### src/rtl/carryadder_pkg.sv
`default_nettype none
// ============================================================================
// Module   : carryadder_pkg
// Purpose  : Shared state encoding and sizing constants for carryadder_seq.
// Revision : 1.0
// ============================================================================
package carryadder_pkg;

   localparam int BYTE_W       = 8;
   localparam int NBYTES_DFLT  = 4;
   localparam int TIMEOUT_DFLT = 64;

   typedef enum logic [1:0] {
      IDLE  = 2'd0,
      ISSUE = 2'd1,
      WAIT  = 2'd2,
      DONE  = 2'd3
   } seq_state_e;

endpackage
`default_nettype wire

### src/rtl/carryadder_seq.sv
`default_nettype none
// ============================================================================
// Module   : carryadder_seq
// Purpose  : Splits a multi-byte add into LSB-first carryadder8 transactions.
//            Define CARRYSEQ_TIMEOUT_EN for a per-byte add_ready timeout.
// Revision : 1.0
// ============================================================================
module carryadder_seq
   import carryadder_pkg::*;
#(
   parameter int NBYTES  = NBYTES_DFLT,
   parameter int TIMEOUT = TIMEOUT_DFLT
) (
   input  logic                     aclk,
   input  logic                     aresetn,
   input  logic                     s_valid,
   output logic                     s_ready,
   input  logic [BYTE_W*NBYTES-1:0] s_a,
   input  logic [BYTE_W*NBYTES-1:0] s_b,
   input  logic                     s_carry,
   output logic                     m_valid,
   input  logic                     m_ready,
   output logic [BYTE_W*NBYTES-1:0] m_sum,
   output logic                     m_carry,
   output logic                     m_zero,
   output logic                     m_error,
   output logic                     add_enable,
   output logic                     add_write,
   output logic                     add_strobe,
   output logic                     add_carryflag,
   output logic [BYTE_W-1:0]        add_addend0,
   output logic [BYTE_W-1:0]        add_addend1,
   input  logic [BYTE_W-1:0]        add_sum,
   input  logic                     add_carry,
   input  logic                     add_zero,
   input  logic                     add_ready
);

   localparam int               W        = BYTE_W * NBYTES;
   localparam int               IDX_W    = (NBYTES > 1) ? $clog2(NBYTES) : 1;
   localparam logic [IDX_W-1:0] LAST_IDX = IDX_W'(NBYTES - 1);

   if (NBYTES < 1 || NBYTES > 16 || TIMEOUT < 1) begin : g_bad_cfg
      $error("carryadder_seq: NBYTES must be 1..16 and TIMEOUT at least 1");
   end

   seq_state_e        state_q;
   logic [W-1:0]      a_q, b_q;       // operand bytes not yet issued
   logic [W-1:0]      acc_q;
   logic [IDX_W-1:0]  idx_q;
   logic              zacc_q;
   logic              s_ready_q, m_valid_q, m_carry_q, m_zero_q;
   logic [W-1:0]      m_sum_q;
   logic              add_enable_q, add_write_q, add_strobe_q, add_carryflag_q;
   logic [BYTE_W-1:0] add_addend0_q, add_addend1_q;

   logic [W-1:0]      acc_d;
   logic              zacc_d;

`ifdef CARRYSEQ_TIMEOUT_EN
   localparam int              TMO_W    = (TIMEOUT > 1) ? $clog2(TIMEOUT) : 1;
   localparam logic [TMO_W-1:0] TMO_LAST = TMO_W'(TIMEOUT - 1);
   logic [TMO_W-1:0] tmo_q;
   logic             m_error_q;
`endif

   // Each returned byte enters at the top, so after NBYTES shifts byte 0 sits at the bottom.
   assign acc_d  = (acc_q >> BYTE_W) | (W'(add_sum) << (W - BYTE_W));
   assign zacc_d = zacc_q & add_zero;

   always_ff @(posedge aclk or negedge aresetn) begin
      if (!aresetn) begin
         state_q         <= IDLE;
         a_q             <= '0;
         b_q             <= '0;
         acc_q           <= '0;
         idx_q           <= '0;
         zacc_q          <= 1'b0;
         s_ready_q       <= 1'b1;
         m_valid_q       <= 1'b0;
         m_sum_q         <= '0;
         m_carry_q       <= 1'b0;
         m_zero_q        <= 1'b0;
         add_enable_q    <= 1'b0;
         add_write_q     <= 1'b0;
         add_strobe_q    <= 1'b0;
         add_carryflag_q <= 1'b0;
         add_addend0_q   <= '0;
         add_addend1_q   <= '0;
`ifdef CARRYSEQ_TIMEOUT_EN
         tmo_q           <= '0;
         m_error_q       <= 1'b0;
`endif
      end else begin
         case (state_q)
            IDLE: begin
               if (s_valid) begin
                  a_q             <= s_a >> BYTE_W;
                  b_q             <= s_b >> BYTE_W;
                  idx_q           <= '0;
                  zacc_q          <= 1'b1;
                  s_ready_q       <= 1'b0;
                  add_enable_q    <= 1'b1;
                  add_write_q     <= 1'b1;
                  add_strobe_q    <= 1'b1;
                  add_addend0_q   <= s_a[BYTE_W-1:0];
                  add_addend1_q   <= s_b[BYTE_W-1:0];
                  add_carryflag_q <= s_carry;
                  state_q         <= ISSUE;
               end
            end

            ISSUE: begin
               add_write_q  <= 1'b0;
               add_strobe_q <= 1'b0;
`ifdef CARRYSEQ_TIMEOUT_EN
               tmo_q        <= '0;
`endif
               state_q      <= WAIT;
            end

            WAIT: begin
               if (add_ready) begin
                  acc_q  <= acc_d;
                  zacc_q <= zacc_d;
                  if (idx_q == LAST_IDX) begin
                     m_valid_q       <= 1'b1;
                     m_sum_q         <= acc_d;
                     m_carry_q       <= add_carry;
                     m_zero_q        <= zacc_d;
                     add_enable_q    <= 1'b0;
                     add_carryflag_q <= 1'b0;
                     add_addend0_q   <= '0;
                     add_addend1_q   <= '0;
                     state_q         <= DONE;
                  end else begin
                     idx_q           <= idx_q + IDX_W'(1);
                     a_q             <= a_q >> BYTE_W;
                     b_q             <= b_q >> BYTE_W;
                     add_addend0_q   <= a_q[BYTE_W-1:0];
                     add_addend1_q   <= b_q[BYTE_W-1:0];
                     add_carryflag_q <= add_carry;
                     add_write_q     <= 1'b1;
                     add_strobe_q    <= 1'b1;
                     state_q         <= ISSUE;
                  end
               end
`ifdef CARRYSEQ_TIMEOUT_EN
               else if (tmo_q == TMO_LAST) begin
                  m_valid_q       <= 1'b1;
                  m_error_q       <= 1'b1;
                  m_sum_q         <= '0;
                  m_carry_q       <= 1'b0;
                  m_zero_q        <= 1'b0;
                  add_enable_q    <= 1'b0;
                  add_carryflag_q <= 1'b0;
                  add_addend0_q   <= '0;
                  add_addend1_q   <= '0;
                  state_q         <= DONE;
               end else begin
                  tmo_q <= tmo_q + TMO_W'(1);
               end
`endif
            end

            DONE: begin
               if (m_ready) begin
                  m_valid_q <= 1'b0;
                  s_ready_q <= 1'b1;
`ifdef CARRYSEQ_TIMEOUT_EN
                  m_error_q <= 1'b0;
`endif
                  state_q   <= IDLE;
               end
            end

            default: state_q <= IDLE;
         endcase
      end
   end

   assign s_ready       = s_ready_q;
   assign m_valid       = m_valid_q;
   assign m_sum         = m_sum_q;
   assign m_carry       = m_carry_q;
   assign m_zero        = m_zero_q;
   assign add_enable    = add_enable_q;
   assign add_write     = add_write_q;
   assign add_strobe    = add_strobe_q;
   assign add_carryflag = add_carryflag_q;
   assign add_addend0   = add_addend0_q;
   assign add_addend1   = add_addend1_q;

`ifdef CARRYSEQ_TIMEOUT_EN
   assign m_error = m_error_q;
`else
   assign m_error = 1'b0;
`endif

endmodule
`default_nettype wire

### config.mk
export PLATFORM = sky130hd
export DESIGN_NAME = carryadder_seq
export DESIGN_NICKNAME = d
export VERILOG_FILES = /design/src/rtl/carryadder_pkg.sv /design/src/rtl/carryadder_seq.sv
export SDC_FILE = /design/constraint.sdc
export NUM_CORES = 1
export LEC_CHECK = 0
export BUFFER_PORTS_ARGS = -buffer_cell sky130_fd_sc_hd__buf_2
export CAP_MARGIN = 30
export CORE_ASPECT_RATIO = 0.9
export CORE_MARGIN = 4
export CORE_UTILIZATION = 52
export CTS_BUF_LIST = sky130_fd_sc_hd__clkbuf_16
export CTS_CLUSTER_DIAMETER = 30
export DETAILED_ROUTE_END_ITERATION = 16
export PLACE_DENSITY = 0.77
export SYNTH_ARGS = -nofsm -noshare
export SYNTH_HDL_FRONTEND = slang
export SYNTH_SLANG_ARGS = --single-unit
### constraint.sdc
create_clock -name aclk -period 5.43 [get_ports aclk]
set_input_delay 0.8145 -clock aclk [delete_from_list [all_inputs] [get_ports aclk]]
set_output_delay 0.8145 -clock aclk [all_outputs]
set_load 0.01 [all_outputs]
Yosys cells after proc, flatten, opt, wreduce, memory -nomap -nowiden. Index checks and enable logic that the tools add are counted. Widths: inputs -> output; s select.

Register bits after elaboration: 156. Bits in latches: 0. Memory bits (writable): 0. Memory bits (read-only): 0. Input port bits: 80. Output and inout bits: 57. Logic and storage cells: 87. Memories kept: 0.

Add/subtract/negate cells: 1. Multipliers: 0. Div/mod/pow operators: 0. Order comparisons: 0. Equal/unequal tests: 9. Shift operators: 0. Muxes and demuxes: 45. Bitwise operators: 2. Reduce and logical (&&, ||, !) cells: 14.

Operators by type and width (number): $mux 32 (6); $pmux 32 s2 (2); $mux 8 (6); $or 24x32->32 (1); $pmux 8 s2 (2); $reduce_and 4->1 (4); $mux 1 (14); $mux 2 (7); $reduce_and 3->1 (4); $ne 2x2->1 const B (5); $pmux 1 s2 (5); $pmux 2 s4 (1); $eq 2x2->1 const B (3); $reduce_bool 2->1 (3); $pmux 2 s2 (1); $pmux 1 s3 (1); $reduce_bool 3->1 (1); $add 2x1->2 const B (1); $eq 2x1->1 const B (1); $logic_not 2->1 (1); $reduce_and 2->1 (1); $and 1x1->1 (1).

Longest topological paths before layout. Gate-level depths: netlist (run 1).

Depth after elaboration: 4. Depth in mapped cells: 6. Gate-level depth less buffers: 4.

Worst setup path after synthesis (run 1). OpenSTA, ideal clock, no wires.

Path type: input -> register. Start: input port add_ready. End: register b_q[14]. Arrival: 1.858 ns. Data required time: 5.305 ns. Setup slack: 3.447 ns. Stages: 5. Path buffers: 2. Path through: buf_2 nand3b_1 a21oi_2 buf_4 mux2_2.

Word-level cells in the longest chain between the ends: 2.

RTL lines: start, declared (RTL line carryadder_seq.sv:36) `input logic add_ready`; $ne 2x2->1 (no source line); $reduce_and 4->1 (no source line); end signal, assigned (RTL line carryadder_seq.sv:99) `b_q <= s_b >> BYTE_W;`; end signal, assigned (RTL line carryadder_seq.sv:139) `b_q <= b_q >> BYTE_W;`; end, declared (RTL line carryadder_seq.sv:48) `logic [W-1:0] a_q, b_q;`.

No other way between the ends. A chain may end at the register's enable or synchronous reset.

Worst setup path in the final report (run 1).
Start: register idx_q[0]. End: register b_q[13].

Word-level cells in the longest chain between the ends: 3.

RTL lines: start, declared (RTL line carryadder_seq.sv:50) `logic [IDX_W-1:0] idx_q;`; start signal, assigned (RTL line carryadder_seq.sv:137) `idx_q <= idx_q + IDX_W'(1);`; $eq 2x2->1 (RTL line carryadder_seq.sv:126) `if (idx_q == LAST_IDX) begin`; $ne 2x2->1 (no source line); $reduce_and 4->1 (no source line).

No other way between the ends.

==> reports/metrics.csv, run 1 <==
metric,value,unit
status,completed,
firstDrtPassIters,4,
max_freq,347,MHz
cts_hold_buf,0,
post-layout-total-power,0.00474,W
portBuffers,135,
drc,0,
routed-via-count,3644,
clock-skew-final,10.1,ps
tightest_slew,836,ps
maxSlewHeadroom,44.2,%
syn_nets,504,
via_per_inst,5.03,
cts.clk_slew.worst_paths,60,ps
synth_commonest_cells,"131 x dfrtp_1, 130 x mux2_2, 24 x nand2_1, 22 x mux2_4, 20 x inv_1",
path_max_fanout,29,
syn_inst,422,
crit_arrival,3170,ps
fillers,871,
tns,0,ps
synth_top_flop_cell,dfrtp_1,
post-synth-top-count-cell,dfrtp_1,
cts_buffers,17,
die_area,13400,um2
routed_wl,11900,um
grt_start_max_net_pins,68,
clockBufferDepth,2,
r2r_cells,5,
seq_area_frac_synth,54.8,%
grt_overflow_total,0,
place_ws,2570,ps
rows,37,
hold_depth,2,
power.density,636,nW/um2
placed_area,6750,um2
start_util,52.9,%
cts-htree-levels,4,
layout-drive-gt1-share,57.8,%
end_kind,register,
synth-seq-cells,132,
grt_pass1_vias,3887,
grt_pass1_wl,19600,um
synth_top_area_share,54.4,%
syn_avg_cell_area,14.3,um2
finalCritPeriodShare,53.0,%
antenna_cells,0,
seq_area,3300,um2
grt_usage,19.1,%
layout_setup_ws,2550,ps
min_period,2880,ps
stdcell_area,7460,um2
core,11400,um2
peakVddDrop,337,uV
final_max_slew_viol_count,0,
netlist-cell-type-count,31,
critPathKind,register to register,
post-route-util,65.5,%
cts_resized,0,
postCtsSetupBuffers,0,
hpwl,8140,um
synth_top_area_cell,dfrtp_1,
yosys_warnings,0,
drtIter0Drc,188,
synthArstFlopShare,100,%
pin_count,137,
setup_viol_count_final,0,
critPathLaunchType,register,
die_h,110,um
root_buffer,clkbuf_16,
cts_tree,built,
area_delta_synth_final,23.7,%
cp_data_required_time,5720,ps
cap_violations,0,
fin_nets,638,
die_w,122,um
min_path_type,register to register,
p_leak,3.74,nW
gp_congestion,0.826,
synth_edf_count,0,
ant_nets,0,
syn_area,6030,um2
yosys-top-cells-area,"dfrtp_1 54%, mux2_2 24%, mux2_4 5.5%",
rsz0062_at_grt,false,
multiInputGateArea,2460,um2
clk_latency,420,ps
wl_per_cell,16.4,um
hold_violations,0,
antenna_found_initial,0,
reg2reg_slack,2550,ps
clock-sinks,132,
[state kept, by name (all words and copies together) (netlist names), 2 cells and up]
signal,count
acc_q,24
add_addend1,8
b_q,24
state_q,2
m_sum,32
add_addend0,8
idx_q,2
a_q,24
[path summary, 6_finish.rpt]
path / from / endpoint
min in group asynchronous: aresetn / m_sum[4]$_DFFE_PN0P_
min reg2reg: m_zero$_DFFE_PN0P_ / m_zero$_DFFE_PN0P_
min: m_zero$_DFFE_PN0P_ / m_zero$_DFFE_PN0P_
max: idx_q[0]$_DFFE_PN0P_ / b_q[13]$_DFFE_PN0P_
max reg2reg: idx_q[0]$_DFFE_PN0P_ / b_q[13]$_DFFE_PN0P_
max in group asynchronous: aresetn / m_sum[16]$_DFFE_PN0P_
[routing by layer]
| layer | global-route usage (%) | vias up | part of all wire [%] |
|---|---|---|---|
| met3 | 6.33 | 17 | 6.2 |
| li1 | - | 1718 | - |
| met2 | 29.6 | 91 | 47 |
| met1 | 25.4 | 1818 | 45 |
| met4 | 6.80 | 0 | 1.2 |
| met5 | 0 | - | 0 |
[worst max-delay path: stages (launching register included)]
cell and delay (ps):
dfrtp_1 410, ha_1 450, nand3b_1 320, a21oi_4 670, buf_4 500, mux2_2 390
[per-stage QoR]
step	cells	hold WS, ps
after floorplan	422	452
after global placement	693	461
after detailed placement	693	476
after CTS	725	489
after global routing	725	508
final	725	481
[placed cells by master (no fill, tap or decap), types with 8 or more instances in the layout]
cell	instances
bufinv_16	8
dfrtp_1	131
nand2_1	24
mux2i_1	17
clkbuf_16	17
inv_1	20
and2b_1	11
mux2_2	130
mux2_4	22
buf_2	134
[logic make-up (layout without fill, tap and decap cells)]
group	after synthesis	in the layout	synth area share, %
AO/OA/AOI/OAI	15	15	1.66
adder cells (fa/ha/maj)	2	2	0.415
buffers and inverters	45	192	4.63
flip-flops	132	132	54.8
multiplexers	173	173	33.3
other	1	1	0.0622
AND/OR/NAND/NOR	54	54	5.10
[layout make-up]
cell class	count	area share [%]
flip-flops and latches	132	44.3
multi-input cells	245	33.0
repair buffers	140	9.60
clock buffers	17	5.70
clock inverters	15	3.79
well taps	156	2.62
inverters	20	1.01
[power by group]
| group | switching (W) | internal, W |
|---|---|---|
| combinational | 0.000694 | 0.000944 |
| clock | 0.000420 | 0.000950 |
| sequential | 0.000279 | 0.00145 |
Note: power is estimated with default switching activity, not from simulation.
==> run 2: changes to the inputs <==
--- a/config.mk
+++ b/config.mk
@@ -5,6 +5,7 @@
 export SDC_FILE = /design/constraint.sdc
 export NUM_CORES = 1
 export LEC_CHECK = 0
+export ABC_AREA = 1
 export BUFFER_PORTS_ARGS = -buffer_cell sky130_fd_sc_hd__buf_2
 export CAP_MARGIN = 30
 export CORE_ASPECT_RATIO = 0.9
==> constraint.sdc (replaced) <==
create_clock -name aclk -period 2.7 [get_ports aclk]
set_input_delay 0.405 -clock aclk [delete_from_list [all_inputs] [get_ports aclk]]
set_output_delay 0.405 -clock aclk [all_outputs]
set_load 0.01 [all_outputs]
==> reports/metrics.csv, run 2 <==
metric,value,unit,change
status,completed,,
syn_nets,843,,+67%
clk_latency,410,ps,about the same
p_seq_share,39.2,%,+2.7 points
end_kind,register,,
grt_overflow_total,0,,unchanged
final_common_cell,nand2_1,,
synthArstFlopShare,100,%,unchanged
layout_setup_ws,773,ps,-1780 ps
tns,0,ps,unchanged
grt_start_max_net_pins,77,,+13%
multiInputGateArea,2180,um2,-12%
antenna_found_initial,0,,unchanged
die_w,121,um,-0.46%
r2r_cells,7,,+2
drc,0,,unchanged
synth_commonest_cells,"391 x nand2_1, 131 x dfrtp_1, 61 x o21ai_0, 55 x inv_1, 24 x nand3_1",,
rows,36,,-2.7%
hpwl,8880,um,+9.1%
wl_per_cell,12.6,um,-23%
syn_inst,761,,+80%
r2r-end,b_q[14]$_DFFE_PN0P_,,
drtIter0Drc,457,,+140%
core,11000,um2,-3.1%
power.density,1080,nW/um2,+71%
p_sw_share,37.3,%,+7.9 points
synth_edf_count,0,,unchanged
seq_area_frac_synth,55.3,%,+0.54 points
cts_tree,built,,
path_max_fanout,34,,+17%
routed_wl,13200,um,+11%
clockBufferDepth,2,,unchanged
netlist-cell-type-count,24,,-23%
wl_met2,5810,um,+2.8%
fin_nets,963,,+51%
die_h,110,um,-0.45%
layout-drive-gt1-share,20.8,%,-37 points
setup_viol_count_final,0,,unchanged
post-synth-top-count-cell,nand2_1,,
hold_depth,3,,+1
pin_count,137,,unchanged
firstDrtPassIters,5,,+1
via_per_inst,4.77,,-5.0%
routed-via-count,4992,,+37%
ant_nets,0,,unchanged
antenna_cells,0,,unchanged
start_util,54.1,%,+1.2 points
min_path_type,input pin to register,,
cts.clk_slew.worst_paths,60,ps,about the same
reg2reg_slack,770,ps,-1780 ps
hold_violations,0,,unchanged
maxSlewHeadroom,60.0,%,+16 points
switchingPower,0.00294,W,+110%
min_period,1930,ps,-952 ps
largest_reg_flops,32,,unchanged
hold_start,m_ready,,
root_buffer,clkbuf_16,,
internal-power,0.00493,W,+47%
seq_area,3300,um2,unchanged
final_cell_mix,"391 x nand2_1, 134 x buf_2, 131 x dfrtp_1, 61 x o21ai_0, 55 x inv_1",,
met1_length,6440,um,+20%
cp_data_required_time,3040,ps,-2680 ps
whs_endpoint,s_ready$_DFFE_PN1P_,,
peakVddDrop,633,uV,+88%
syn_area,5970,um2,-0.98%
rsz0062_at_grt,false,,
synth_top_flop_cell,dfrtp_1,,
portBuffers,135,,unchanged
grt_pass1_vias,4613,,+19%
p_comb_share,31.6,%,-3.0 points
p_leak,4.19,nW,+12%
grt_pass1_wl,22200,um,+14%
reg2reg_from,state_q[1]$_DFFE_PN0P_,,
clock-sinks,132,,unchanged
die_area,13300,um2,-0.91%
cts_resized,0,,unchanged
critPathLaunchType,register,,
finalCritPeriodShare,71.4,%,+18 points
tightest_slew,600,ps,-237 ps
grt_usage,21.0,%,+1.9 points
yosys_warnings,0,,unchanged
final_max_slew_viol_count,0,,unchanged
dr_wl_met3,798,um,+7.4%
synth_top_area_share,54.9,%,+0.54 points
cts_buffers,17,,unchanged
p_clk_share,29.2,%,+0.3 points
gp_congestion,0.823,,-0.30%
cap_violations,0,,unchanged
max_freq,519,MHz,+49%
clock-skew-final,8.49,ps,-1.63 ps
cts-htree-levels,4,,unchanged
synth-seq-cells,132,,unchanged
fillers,939,,+7.8%
postCtsSetupBuffers,0,,unchanged
crit_arrival,2270,ps,-900 ps
synth_top_area_cell,dfrtp_1,,
place_ws,807,ps,-1760 ps
post-route-util,65.7,%,+0.26 points
critPathKind,register to register,,
syn_avg_cell_area,7.85,um2,-45%
area_delta_synth_final,21.5,%,
highest_layer,met4,,
yosys-top-cells-area,"dfrtp_1 55%, nand2_1 25%, o21ai_0 5.1%",,
==> run 2: cell count changes after synthesis, moves of 8 or more <==
cell | before | now
nor2_1 | 4 | 21
and2b_1 | 11 | 0
mux2_2 | 130 | 0
nand2_1 | 24 | 391
mux2_4 | 22 | 0
o21ai_1 | 0 | 17
mux2i_1 | 17 | 0
buf_2 | 7 | 15
nand3_1 | 0 | 24
o21ai_0 | 5 | 61
inv_1 | 20 | 55
==> run 2: how the worst max path moves through the flow <==
stage                                       to                   start  cells past startpoint  slack [ps]
floorplan           add_addend1[4]$_DFFE_PN0P_    idx_q[0]$_DFFE_PN0P_                      7        1360
global placement           a_q[17]$_DFFE_PN0P_  state_q[1]$_DFFE_PN0P_                      7         860
CTS                        b_q[14]$_DFFE_PN0P_  state_q[1]$_DFFE_PN0P_                      7         780
finish                     b_q[14]$_DFFE_PN0P_  state_q[1]$_DFFE_PN0P_                      7         770
detailed placement         a_q[17]$_DFFE_PN0P_  state_q[1]$_DFFE_PN0P_                      7         810
global route                b_q[8]$_DFFE_PN0P_  state_q[1]$_DFFE_PN0P_                      7         590
==> run 2: power by group through the flow <==
| stage | Combinational (W) | Clock (W) | Sequential (W) |
|---|---|---|---|
| after global placement | 0.00242 | 0 | 0.00310 |
| after CTS | 0.00251 | 0.00232 | 0.00308 |
| after floorplan | 0.00186 | 0 | 0.00310 |
| final | 0.00249 | 0.00229 | 0.00308 |
| after detailed placement | 0.00249 | 0 | 0.00311 |
| after global routing | 0.00291 | 0.00243 | 0.00318 |
==> run 2: layout make-up <==
type,count,share of cell area (%)
clock inverters,15,2.35
multi-input cells,527,30.0
repair buffers,144,10.5
well taps,152,2.62
flip-flops and latches,132,45.6
inverters,59,3.09
clock buffers,17,5.86
==> run 2: metrics by stage <==
stage	cells	total power, W	hold WS [ps]	cell area (um2)
5_1_grt	1046	0.00852	260	7250
4_1_cts	1046	0.00791	239	7250
6_report	1046	0.00787	246	7250
3_3_place_gp	1013	0.00552	398	6650
3_5_place_dp	1013	0.00560	401	6650
2_1_floorplan	761	0.00496	109	5970
==> run 2: metal layers <==
| metal | vias up | GRT usage, % |
|---|---|---|
| li1 | 2568 | - |
| met1 | 2260 | 31.1 |
| met2 | 148 | 31.3 |
| met3 | 16 | 4.63 |
| met4 | 0 | 6.31 |
| met5 | - | 0 |
==> run 2: timing repair <==
item,CTS,global route
hold endpoints to repair,56,0
endpoints found under the setup margin,0,0
hold buffers,1,0
==> run 2: cells by family after synthesis <==
logic type,Yosys count,share of synthesized area [%]
adders and majority gates,2,0.419
buffers and inverters,102,8.21
AOI/OAI and AO/OA,79,6.66
and+or+nand+nor,445,29.3
DFF,132,55.3
other,1,0.0628
==> run 2: worst max-delay path, stage by stage, from the launching register on <==
cell	delay, ps
dfrtp_1	540
nor2_1	130
nand2_2	150
nand2_1	110
nor2_4	350
buf_4	400
nand2_1	110
nand2_1	80
